## src/rtl/alu_issue_sequencer_if.sv

```systemverilog
// Instruction handshake, ALU operand/select drive with result return, and writeback bus
// between the issue sequencer (slave) and its environment (master).
interface alu_issue_sequencer_if #(
    parameter int unsigned DATA_W  = 4,
    parameter int unsigned NREG    = 4,
    parameter int unsigned INSTR_W = 10
);
    localparam int unsigned AW = $clog2(NREG);

    logic               in_valid;
    logic [INSTR_W-1:0] in_instr;
    logic               in_ready;
    logic [DATA_W-1:0]  alu_a;
    logic [DATA_W-1:0]  alu_b;
    logic [2:0]         alu_sel;
    logic [DATA_W-1:0]  alu_result;
    logic               wb_valid;
    logic [AW-1:0]      wb_addr;
    logic [DATA_W-1:0]  wb_data;

    modport master (
        output in_valid, in_instr, alu_result,
        input  in_ready, alu_a, alu_b, alu_sel, wb_valid, wb_addr, wb_data
    );

    modport slave (
        input  in_valid, in_instr, alu_result,
        output in_ready, alu_a, alu_b, alu_sel, wb_valid, wb_addr, wb_data
    );
endinterface

```

## src/rtl/alu_issue_sequencer.sv

```systemverilog
// Issue sequencer wrapping a combinational 4-bit ALU: regfile, 3-cycle IDLE/EXEC/WB issue.
// Optional ALU_SEQ_FLAGS_EN adds registered zero/negative flags of each written value.
module alu_issue_sequencer #(
    parameter int unsigned DATA_W  = 4,
    parameter int unsigned NREG    = 4,
    parameter int unsigned INSTR_W = 10
) (
    input  logic                     clk,
    input  logic                     rst_n,
    alu_issue_sequencer_if.slave     bus,
    input  logic [$clog2(NREG)-1:0]  dbg_addr,
    output logic [DATA_W-1:0]        dbg_data
`ifdef ALU_SEQ_FLAGS_EN
    ,
    output logic                     flag_z,
    output logic                     flag_n
`endif
);
    localparam int unsigned AW     = $clog2(NREG);
    localparam logic [2:0]  OP_LDI = 3'd7;

    typedef enum logic [1:0] {StIdle, StExec, StWb} state_e;

    state_e              state_q, state_d;
    logic [INSTR_W-1:1]  instr_q, instr_d;
    logic                in_ready_q, in_ready_d;
    logic [DATA_W-1:0]   alu_a_q, alu_a_d;
    logic [DATA_W-1:0]   alu_b_q, alu_b_d;
    logic [2:0]          alu_sel_q, alu_sel_d;
    logic                wb_valid_q, wb_valid_d;
    logic [AW-1:0]       wb_addr_q, wb_addr_d;
    logic [DATA_W-1:0]   wb_data_q, wb_data_d;
    logic [DATA_W-1:0]   regs_q [NREG];

    logic                wr_en;
    logic [DATA_W-1:0]   wr_data;

    // Bit 0 of the instruction is reserved and deliberately dropped.
    logic unused_rsvd;
    assign unused_rsvd = bus.in_instr[0];

    logic [2:0]    in_op, op_q;
    logic [AW-1:0] in_rs, in_rt, rd_q;
    logic [DATA_W-1:0] imm_q;

    assign in_op = bus.in_instr[9:7];
    assign in_rs = bus.in_instr[4:3];
    assign in_rt = bus.in_instr[2:1];
    assign op_q  = instr_q[9:7];
    assign rd_q  = instr_q[6:5];
    assign imm_q = instr_q[4:1];

    // The ALU result is stable by WB since its inputs were registered at accept.
    assign wr_data = (op_q == OP_LDI) ? imm_q : bus.alu_result;

    always_comb begin
        state_d    = state_q;
        instr_d    = instr_q;
        in_ready_d = in_ready_q;
        alu_a_d    = alu_a_q;
        alu_b_d    = alu_b_q;
        alu_sel_d  = alu_sel_q;
        wb_valid_d = 1'b0;
        wb_addr_d  = wb_addr_q;
        wb_data_d  = wb_data_q;
        wr_en      = 1'b0;
        case (state_q)
            StIdle: begin
                in_ready_d = 1'b1;
                if (bus.in_valid && in_ready_q) begin
                    instr_d    = bus.in_instr[INSTR_W-1:1];
                    in_ready_d = 1'b0;
                    state_d    = StExec;
                    if (in_op != OP_LDI) begin
                        alu_a_d   = regs_q[in_rs];
                        alu_b_d   = regs_q[in_rt];
                        alu_sel_d = in_op;
                    end
                end
            end
            StExec: state_d = StWb;
            StWb: begin
                wr_en      = 1'b1;
                wb_valid_d = 1'b1;
                wb_addr_d  = rd_q;
                wb_data_d  = wr_data;
                in_ready_d = 1'b1;
                state_d    = StIdle;
            end
            default: state_d = StIdle;
        endcase
    end

    always_ff @(posedge clk or negedge rst_n) begin
        if (!rst_n) begin
            state_q    <= StIdle;
            instr_q    <= '0;
            in_ready_q <= 1'b0;
            alu_a_q    <= '0;
            alu_b_q    <= '0;
            alu_sel_q  <= 3'b000;
            wb_valid_q <= 1'b0;
            wb_addr_q  <= '0;
            wb_data_q  <= '0;
            for (int i = 0; i < NREG; i++) regs_q[i] <= '0;
        end else begin
            state_q    <= state_d;
            instr_q    <= instr_d;
            in_ready_q <= in_ready_d;
            alu_a_q    <= alu_a_d;
            alu_b_q    <= alu_b_d;
            alu_sel_q  <= alu_sel_d;
            wb_valid_q <= wb_valid_d;
            wb_addr_q  <= wb_addr_d;
            wb_data_q  <= wb_data_d;
            if (wr_en) regs_q[rd_q] <= wr_data;
        end
    end

`ifdef ALU_SEQ_FLAGS_EN
    logic flag_z_q, flag_n_q;

    always_ff @(posedge clk or negedge rst_n) begin
        if (!rst_n) begin
            flag_z_q <= 1'b0;
            flag_n_q <= 1'b0;
        end else if (wr_en) begin
            flag_z_q <= (wr_data == '0);
            flag_n_q <= wr_data[DATA_W-1];
        end
    end

    assign flag_z = flag_z_q;
    assign flag_n = flag_n_q;
`endif

    assign bus.in_ready = in_ready_q;
    assign bus.alu_a    = alu_a_q;
    assign bus.alu_b    = alu_b_q;
    assign bus.alu_sel  = alu_sel_q;
    assign bus.wb_valid = wb_valid_q;
    assign bus.wb_addr  = wb_addr_q;
    assign bus.wb_data  = wb_data_q;
    assign dbg_data     = regs_q[dbg_addr];

endmodule

```

## src/flat_wrapper.sv

```systemverilog
// flat-port wrapper written by rule: the top's interface ports become plain ports
module alu_issue_sequencer_flat 
#(
    parameter int unsigned DATA_W  = 4,
    parameter int unsigned NREG    = 4,
    parameter int unsigned INSTR_W = 10
)
  (clk, rst_n, dbg_addr, dbg_data, bus_in_valid, bus_in_instr, bus_alu_result, bus_in_ready, bus_alu_a, bus_alu_b, bus_alu_sel, bus_wb_valid, bus_wb_addr, bus_wb_data);
  alu_issue_sequencer_if #(.DATA_W(DATA_W), .NREG(NREG), .INSTR_W(INSTR_W)) bus_i ();
  input  logic clk;
  input  logic rst_n;
  input  logic [$clog2(NREG)-1:0] dbg_addr;
  output logic [DATA_W-1:0] dbg_data;
  input wire logic [$bits(bus_i.in_valid)-1:0] bus_in_valid;
  input wire logic [$bits(bus_i.in_instr)-1:0] bus_in_instr;
  input wire logic [$bits(bus_i.alu_result)-1:0] bus_alu_result;
  output wire logic [$bits(bus_i.in_ready)-1:0] bus_in_ready;
  output wire logic [$bits(bus_i.alu_a)-1:0] bus_alu_a;
  output wire logic [$bits(bus_i.alu_b)-1:0] bus_alu_b;
  output wire logic [$bits(bus_i.alu_sel)-1:0] bus_alu_sel;
  output wire logic [$bits(bus_i.wb_valid)-1:0] bus_wb_valid;
  output wire logic [$bits(bus_i.wb_addr)-1:0] bus_wb_addr;
  output wire logic [$bits(bus_i.wb_data)-1:0] bus_wb_data;
  assign bus_i.in_valid = bus_in_valid;
  assign bus_i.in_instr = bus_in_instr;
  assign bus_i.alu_result = bus_alu_result;
  assign bus_in_ready = bus_i.in_ready;
  assign bus_alu_a = bus_i.alu_a;
  assign bus_alu_b = bus_i.alu_b;
  assign bus_alu_sel = bus_i.alu_sel;
  assign bus_wb_valid = bus_i.wb_valid;
  assign bus_wb_addr = bus_i.wb_addr;
  assign bus_wb_data = bus_i.wb_data;
  alu_issue_sequencer #(.DATA_W(DATA_W), .NREG(NREG), .INSTR_W(INSTR_W)) u_core (.clk(clk), .rst_n(rst_n), .bus(bus_i), .dbg_addr(dbg_addr), .dbg_data(dbg_data));
endmodule
```

## config.mk

```make
export PLATFORM = sky130hd
export DESIGN_NAME = alu_issue_sequencer_flat
export DESIGN_NICKNAME = d
export VERILOG_FILES = /design/src/rtl/alu_issue_sequencer_if.sv /design/src/rtl/alu_issue_sequencer.sv /design/src/flat_wrapper.sv
export SDC_FILE = /design/constraint.sdc
export NUM_CORES = 1
export LEC_CHECK = 0
export ABC_AREA = 1
export BUFFER_PORTS_ARGS = -buffer_cell sky130_fd_sc_hd__buf_2
export CORE_MARGIN = 5
export CORE_UTILIZATION = 50
export CTS_CLUSTER_SIZE = 20
export DETAILED_ROUTE_END_ITERATION = 6
export GPL_ROUTABILITY_DRIVEN = 0
export PLACE_DENSITY = 0.73
export SKIP_LAST_GASP = 1
export SYNTH_ARGS = -nofsm -noshare
export SYNTH_HDL_FRONTEND = slang
export SYNTH_SLANG_ARGS = --single-unit
```

## constraint.sdc

```tcl
create_clock -name clk -period 2.4 [get_ports clk]
set_input_delay 0.12 -clock clk [delete_from_list [all_inputs] [get_ports clk]]
set_output_delay 0.12 -clock clk [all_outputs]
set_load 0.01 [all_outputs]
```

Word level (Yosys, flattened, before mapping). Cells that the tools add are included.

Word-level logic and storage cells: 51. Bits in registers: 46. Bits of input ports: 19. Output and inout port bits: 23.

Magnitude comparators: 5. Mux-type cells: 18. Reduce and logical (&&, ||, !) cells: 6. Equality and inequality tests: 5. Bitwise gates (word level): 4.

Operator list (count): 2-to-1 mux 4 bit (8); binary-select mux 4 bit (select 2 bit) (3); bitwise mux 16 bit (1); greater-or-equal comparator 3 bit (second input constant) (4); NOT 2 -> 3 bit (4); demux 4 bit (select 2 bit) (1); case mux 2 bit (2 select lines) (1); equality test 3 bit (second input constant) (1); less-than comparator 3 x 1 -> 1 bit (second input constant) (1); != test 3 bit (second input constant) (1); AND reduction 3 bit (1); equality test 2 x 1 -> 1 bit (second input constant) (1); equality test 2 bit (second input constant) (1); logical AND 1 bit (2); zero test 2 bit (1); 2-to-1 mux 1 bit (2); 2-to-1 mux 2 bit (1); != test 2 x 1 -> 1 bit (second input constant) (1); case mux 1 bit (2 select lines) (1); AND reduction 2 bit (1); nonzero test 2 bit (1).

Longest topological paths before layout. Gate-level depths: netlist of run 1.

Word-level depth: 6. Mapped depth: 7. Mapped depth without buffers: 6.

Worst setup path before layout of run 1. OpenSTA, ideal clock, no wires.

Kind: reg-to-reg. From: register u_core.in_ready_q (netlist: u_core.bus.in_ready). To: register u_core.alu_a_q[0] (netlist: u_core.bus.alu_a[0]). Setup time: 0.116 ns. Setup slack: 1.288 ns. Period minus slack after synthesis: 1.112 ns. Arrival: 0.995 ns. Buffers on the path: 1. Data required time: 2.284 ns. Stages on the path, launching flop included: 7. Cells stage by stage: dfrtp_1 > nand2_2 > nor2_8 > nand2_2 > buf_6 > nand2_1 > nand2_1.

Longest elaborated chain between the ends: 2.

Ends and longest elaborated chain: start: declaration (line alu_issue_sequencer.sv:26) `logic in_ready_q, in_ready_d;`; start signal: assignment (line alu_issue_sequencer.sv:109) `in_ready_q <= in_ready_d;`; logical AND 1 bit (line alu_issue_sequencer.sv:70) `if (bus.in_valid && in_ready_q) begin`; AND reduction 3 bit (no source line); end signal: assignment (line alu_issue_sequencer.sv:110) `alu_a_q <= alu_a_d;`; end: declaration (line alu_issue_sequencer.sv:27) `logic [DATA_W-1:0] alu_a_q, alu_a_d;`.

No other way between the ends. A chain may end at the register's enable or synchronous reset.

Worst setup path after layout of run 1.
From: register u_core.state_q[0]. To: register u_core.regs_q[15] (netlist name).

Longest elaborated chain between the ends: 2.

Ends and longest elaborated chain: start: declaration (line alu_issue_sequencer.sv:24) `state_e state_q, state_d;`; start signal: assignment (line alu_issue_sequencer.sv:96) `state_q <= StIdle;`; start signal: assignment (line alu_issue_sequencer.sv:107) `state_q <= state_d;`; equality test 2 bit (line alu_issue_sequencer.sv:67) `case (state_q)`; 2-to-1 mux 1 bit (line alu_issue_sequencer.sv:67); end signal: indexed assignment (line alu_issue_sequencer.sv:116) `if (wr_en) regs_q[rd_q] <= wr_data;`; end: declaration (line alu_issue_sequencer.sv:33) `logic [DATA_W-1:0] regs_q [NREG];`.

No other way between the ends.

==> impl_metrics.csv, run 1 <==
group,metric,value,unit
setup_path,worstPathBufferInverterCount,1,
grt,grt_max_degree,47,
placement,dp_hpwl,3.704,mm
clock_network,htreeDepth,2,
setup_path,cp_data_arrival_time,1.57,ns
timing,worst_pin_slew,1.010,ns
synthesis,synth_warnings,0,
clock_network,clockBufferDepth,2,
timing,period_share,55.85,%
grt,grt_use_total,18.81,%
floorplan,die_w,77.56,um
cells_and_area,post-route-util,59.42,%
cells_and_area,nets,350,
setup_path,cp_max_fo,13,
power_and_ir_drop,net-switching-power,1.396,mW
setup_path,setup.worst_path.class,"register to register",
clock_network,clkSinkCount,46,
synthesis,ys_ff_latch,46,
timing,max_slew_margin,32.65,%
clock_network,postCtsSetupRepairBufs,0,
floorplan,floorplan.initialDensity,52.05,%
placement,numPortBuffers,40,
synthesis,synth_area,0.002282,mm^2
outcome,violations,"hold timing",
timing,fmax,0.7461,GHz
setup_path,slowest_stage,"dfrtp_1",
timing,hold_violations,33,
min_path,hp-class,"primary input to async pin",
power_and_ir_drop,switching_share,41.90,%
outcome,status,"finished, violations left",
power_and_ir_drop,clockPowerShare,17.6,%
power_and_ir_drop,ir_drop,0.6525,mV
setup_path,endpoint_kind,"register",
setup_path,slowest_delay,0.40,ns
grt,antenna_found_initial,0,
clock_network,cts_resized,0,
timing,clock_skew,0.007070,ns
routing,postRouteAntennaNets,0,
setup_path,critPathLaunchType,"register",
synthesis,seq_area_frac_synth,50.44,%
synthesis,postSynthAreaPerCell,7.816,um^2
routing,vias_per_cell,5.195,
timing,hold_slack,-0.01816,ns
timing,finalSetupTns,0,ns
clock_network,cts_buffers,5,
floorplan,rows,24,
run,max_cap_violations,0,
timing,setup_viol,0,
clock_network,holdBufCountCts,0,
clock_network,root_buffer,"clkbuf_8",
clock_network,clock_latency,0.30,ns
power_and_ir_drop,seqPwrFrac,40.1,%
routing,routedWlPerCell,13.39,um
routing,drc,0,
setup_path,path_cells,"inv_2 > nand2_2 > nor2_2 > nand3_1 > o21ai_0",
floorplan,io_pins,42,
routing,vias,1995,
synthesis,ys_types,19,
power_and_ir_drop,internal_power,1.936,mW
clock_network,clk_pin_slew_worst_paths,0.09,ns
floorplan,die_area,0.006016,mm^2
clock_network,tritoncts,"yes",
routing,firstDrtPassIters,4,
setup_path,rrSetupSlack,1.06,ns
timing,drv_slew,0,
grt,grt_pass1_wl,9.108,mm
power_and_ir_drop,leakage,1.390,nW
grt,overflow,0,
floorplan,core,0.004384,mm^2
timing,period_needed,1.340,ns
cells_and_area,area_growth_syn_to_layout,14.14,%
cells_and_area,drive_above_1_share,18.98,%
routing,drt_iter0_markers,123,
routing,wl,5.141,mm
floorplan,die_height,77.56,um
timing,rsz0062_at_grt,"no",
power_and_ir_drop,p_per_area,1279,mW/mm^2
placement,dp.cells,376,
cells_and_area,final_cells,384,
synthesis,synth_nets,311,
synthesis,synthCells,292,
power_and_ir_drop,pwr-share-comb,42.2,%
grt,grt_pass1_vias,1923,
cells_and_area,num_antenna_cells,0,
setup_path,required,2.63,ns
setup_path,cpLargestDelayFamily,"simple AND/OR/NAND/NOR gates",
-- stage by stage --
stage          hold WS, ns  setup WS [ns]  cell area, um^2  power (mW)
2_1_floorplan      -0.1756          1.288             2282       2.339
3_3_place_gp        0.3347          1.106             2491       2.731
3_5_place_dp        0.3331          1.076             2491       2.772
4_1_cts           0.008836          1.051             2605       3.368
5_1_grt            0.02863         0.9085             2605       3.658
6_report          -0.01816          1.060             2605       3.332
-- cells by family after synthesis --
kind of cell    count (synthesis)  share of synthesized area (%)
compound gates                 39                          9.485
buf+inv                        44                          8.388
flops                          46                          50.44
simple gates                  163                          31.69
-- layout by cell type, fill, tap and decap left out --
master | netlist | final
a21oi_1 | 4 | 4
a21oi_2 | 3 | 3
buf_2 | 3 | 40
bufinv_16 | 0 | 1
clkbuf_8 | 0 | 5
clkinvlp_4 | 0 | 2
dfrtp_1 | 46 | 46
inv_1 | 34 | 34
inv_2 | 2 | 2
nand2_1 | 97 | 97
nand2_2 | 4 | 4
nand3_1 | 39 | 39
nand4_1 | 4 | 4
nor2_1 | 13 | 13
nor2_2 | 4 | 4
nor2_8 | 2 | 2
o211ai_1 | 4 | 4
o21ai_0 | 24 | 24
o21ai_1 | 4 | 4
-- final timing paths --
kind	cells past startpoint	to	start
min reg2reg	2	u_core.bus.alu_a[0]$_DFFE_PN0P_	u_core.bus.alu_a[0]$_DFFE_PN0P_
max reg2reg	5	u_core.regs_q[15]$_DFFE_PN0P_	u_core.state_q[0]$_DFFE_PN0P_
max in group asynchronous	1	u_core.instr_q[8]$_DFFE_PN0P_	rst_n
min in group clk	3	u_core.instr_q[5]$_DFFE_PN0P_	bus_in_instr[5]
max	5	u_core.regs_q[15]$_DFFE_PN0P_	u_core.state_q[0]$_DFFE_PN0P_
min	1	u_core.regs_q[9]$_DFFE_PN0P_	rst_n
-- registers in the layout, summed over array words and instances, names as in the netlist --
signal               cells
u_core.bus.alu_a         4
u_core.bus.alu_b         4
u_core.bus.alu_sel       3
u_core.bus.in_ready      1
u_core.bus.wb_addr       2
u_core.bus.wb_data       4
u_core.bus.wb_valid      1
u_core.instr_q           9
u_core.regs_q           16
u_core.state_q           2
-- cell usage after synthesis --
cell | count | share of area, %
nor2_1 | 13 | 2.1
a21oi_2 | 3 | 1.2
o211ai_1 | 4 | 1.3
buf_2 | 3 | 0.66
clkbuf_1 | 1 | 0.16
nand4_1 | 4 | 1.1
nor2_8 | 2 | 1.8
inv_2 | 2 | 0.33
a21oi_1 | 4 | 0.88
nand2_2 | 4 | 1.1
nand2_1 | 97 | 16
nand3_1 | 39 | 8.6
o21ai_0 | 24 | 5.3
dfrtp_1 | 46 | 50
o21ai_1 | 4 | 0.88
buf_4 | 2 | 0.66
buf_6 | 2 | 0.99
nor2_2 | 4 | 1.1
inv_1 | 34 | 5.6
-- power by group through the flow --
stage / Combinational [mW] / Sequential (mW) / Clock [mW]
after floorplan: 0.929 / 1.41 / 0
after global placement: 1.38 / 1.35 / 0
after detailed placement: 1.42 / 1.36 / 0
after CTS: 1.42 / 1.34 / 0.602
after global routing: 1.62 / 1.39 / 0.643
final: 1.41 / 1.34 / 0.588
-- cell type report --
type / instances / area [um^2]
Multi-Input combinational cell: 202 / 939.7
Clock inverter: 3 / 45.04
Tap cell: 52 / 65.06
Clock buffer: 5 / 68.82
Timing Repair Buffer: 40 / 200.2
Inverter: 36 / 135.1
Sequential cell: 46 / 1151
Fill cell: 409 / 1779
-- metal layers --
| metal | vias to the layer above | wire, um | track usage, % |
|---|---|---|---|
| li1 | 1005 | - | - |
| met1 | 927 | 2307 | 25.69 |
| met2 | 54 | 2444 | 29.97 |
| met3 | 9 | 304 | 3.935 |
| met4 | 0 | 85 | 6.186 |
| met5 | - | 0 | 0 |
Note: power is estimated with default switching activity, not from simulation.
==> run 2, diff against run 1 <==
--- a/config.mk
+++ b/config.mk
@@ -12,7 +12,7 @@
 export CTS_CLUSTER_SIZE = 20
 export DETAILED_ROUTE_END_ITERATION = 6
 export GPL_ROUTABILITY_DRIVEN = 0
-export PLACE_DENSITY = 0.73
+export PLACE_DENSITY = 0.76
 export SKIP_LAST_GASP = 1
 export SYNTH_ARGS = -nofsm -noshare
 export SYNTH_HDL_FRONTEND = slang
==> constraint.sdc (replaced) <==
create_clock -name clk -period 1.15 [get_ports clk]
set_input_delay 0.0575 -clock clk [delete_from_list [all_inputs] [get_ports clk]]
set_output_delay 0.0575 -clock clk [all_outputs]
set_load 0.01 [all_outputs]
==> run 2 against run 1 <==
Effect of this change:
- the run ends with setup timing left
- power grew 120%
- critical path depth grew 1
- sequential cell count is the same
- clock skew grew 0.00060 ns
- via count grew 6.0%
==> impl_metrics.csv, run 2 (synthesis results as in run 1) <==
group,metric,value,unit
min_path,hp-class,"primary input to register",
clock_network,cts_buffers,5,
timing,period_needed,1.167,ns
run,max_cap_violations,0,
placement,place_area,0.002541,mm^2
floorplan,rows,24,
grt,grt_use_total,19.28,%
cells_and_area,largest_registers,"u_core.regs_q x16, u_core.instr_q x9",
routing,vias,2115,
routing,vias_per_cell,5.261,
power_and_ir_drop,p_per_area,2606,mW/mm^2
cells_and_area,final_cell_mix,"nand2_1, dfrtp_1, buf_2, nand3_1, inv_1",
floorplan,floorplan.initialDensity,52.05,%
cells_and_area,top_register,"u_core.regs_q",
setup_path,setup.worst_path.class,"register to register",
floorplan,die_area,0.006016,mm^2
min_path,hold_path_startpoint,"bus_in_instr[8]",
cells_and_area,final_common_cell,"nand2_1",
timing,finalSetupTns,-0.02599,ns
cells_and_area,largest_reg_flops,16,
setup_path,cp_data_arrival_time,1.40,ns
cells_and_area,drive_above_1_share,28.57,%
routing,drc,0,
setup_path,critPathLaunchType,"register",
min_path,whs_path_depth,3,
power_and_ir_drop,ir_drop,1.328,mV
clock_network,clk_pin_slew_worst_paths,0.09,ns
clock_network,clkSinkCount,46,
outcome,violations,"setup timing",
setup_path,rr_startpoint,"u_core.state_q[0]$_DFFE_PN0P_",
power_and_ir_drop,power,7.332,mW
timing,setup_ws,-0.01652,ns
cells_and_area,nets,368,
clock_network,tritoncts,"yes",
timing,worst_pin_slew,0.3140,ns
timing,drv_slew,0,
placement,pre_cts_ws,-0.01118,ns
setup_path,rrSetupSlack,-0.02,ns
grt,use_met3,3.935,%
grt,grt_pass1_vias,2131,
floorplan,core,0.004384,mm^2
setup_path,endpoint_kind,"register",
placement,numPortBuffers,40,
floorplan,die_height,77.56,um
timing,clock_skew,0.007668,ns
timing,period_share,101.4,%
placement,dp_hpwl,3.838,mm
clock_network,htreeDepth,2,
cells_and_area,stdcell_area,0.002814,mm^2
timing,setup_viol,3,
timing,max_slew_margin,79.00,%
outcome,status,"finished, violations left",
setup_path,required,1.38,ns
routing,firstDrtPassIters,4,
min_path,hold_path_end,"u_core.instr_q[8]$_DFFE_PN0P_",
clock_network,clockBufferDepth,2,
routing,routedWlPerCell,13.12,um
grt,use_met2,34.01,%
grt,grt_pass1_wl,9.439,mm
clock_network,clock_latency,0.30,ns
power_and_ir_drop,leakage,1.476,nW
grt,grt_max_degree,47,
timing,hold_violations,0,
timing,fmax,0.8572,GHz
cells_and_area,area_growth_syn_to_layout,23.30,%
routing,wl,5.276,mm
timing,rsz0062_at_grt,"yes",
grt,grtUsageMet1,24.20,%
routing,postRouteAntennaNets,0,
floorplan,io_pins,42,
floorplan,die_w,77.56,um
clock_network,root_buffer,"clkbuf_8",
grt,overflow,0,
grt,antenna_found_initial,0,
setup_path,cp_max_fo,8,
routing,drt_iter0_markers,100,
cells_and_area,num_antenna_cells,0,
setup_path,ff2ff_path_depth,6,
grt,busiest_layer,"met2",
setup_path,worst_r2r_endpoint,"u_core.regs_q[0]$_DFFE_PN0P_",
-- run 2: how the worst max path moves through the flow --
| stage | from | to | cells past startpoint |
|---|---|---|---|
| 2_1_floorplan | u_core.bus.in_ready$_DFFE_PN0P_ | u_core.bus.alu_a[0]$_DFFE_PN0P_ | 6 |
| 3_3_place_gp | u_core.state_q[1]$_DFFE_PN0P_ | u_core.bus.alu_b[3]$_DFFE_PN0P_ | 5 |
| 3_5_place_dp | u_core.state_q[0]$_DFFE_PN0P_ | u_core.regs_q[13]$_DFFE_PN0P_ | 5 |
| 4_1_cts | u_core.state_q[0]$_DFFE_PN0P_ | u_core.regs_q[0]$_DFFE_PN0P_ | 6 |
| 5_1_grt | u_core.state_q[0]$_DFFE_PN0P_ | u_core.regs_q[0]$_DFFE_PN0P_ | 6 |
| 6_report | u_core.state_q[0]$_DFFE_PN0P_ | u_core.regs_q[0]$_DFFE_PN0P_ | 6 |
-- run 2: final cells by class --
type,instances,area [um^2]
sequential,46,1156
inverter,36,135.1
fill,383,1570
clock buffer,6,72.57
timing repair buffer,58,362.8
multi-input combinational,202,1008
clock inverter,2,13.76
tap,52,65.06
-- run 2: critical path: stages, from the launching register on --
cell	delay, ns
dfrtp_1	0.40
inv_2	0.10
nand2_4	0.10
buf_6	0.14
nor2_8	0.18
nand3_2	0.09
o21ai_1	0.09
-- run 2: what timing repair did --
action / 4_1_cts / 5_1_grt
hold buffers: 3 / 0
endpoints found under the hold margin: 48 / 0
buffers inserted: 9 / 1
gates resized for setup: 10 / 23
setup endpoints to repair: 6 / 38
pin swaps: 3 / 6
-- run 2: power breakdown --
group / internal, mW / switching, mW
logic: 1.36 / 2.11
clock network: 0.430 / 0.547
registers: 2.42 / 0.459
total: 4.21 / 3.12
-- run 2: routing by layer --
metal,wire length (um),vias up
met5,0,-
met4,106,0
met3,285,7
met2,2537,51
met1,2347,1011
li1,-,1046
-- run 2: stage by stage --
stage	utilization (%)	hold WS, ns	cells
floorplan	-	-0.2381	292
global placement	57.96	0.05281	381
detailed placement	57.96	0.05739	381
CTS	62.39	0.008601	401
global route	64.18	0.02677	402
finish	64.18	0.01781	402
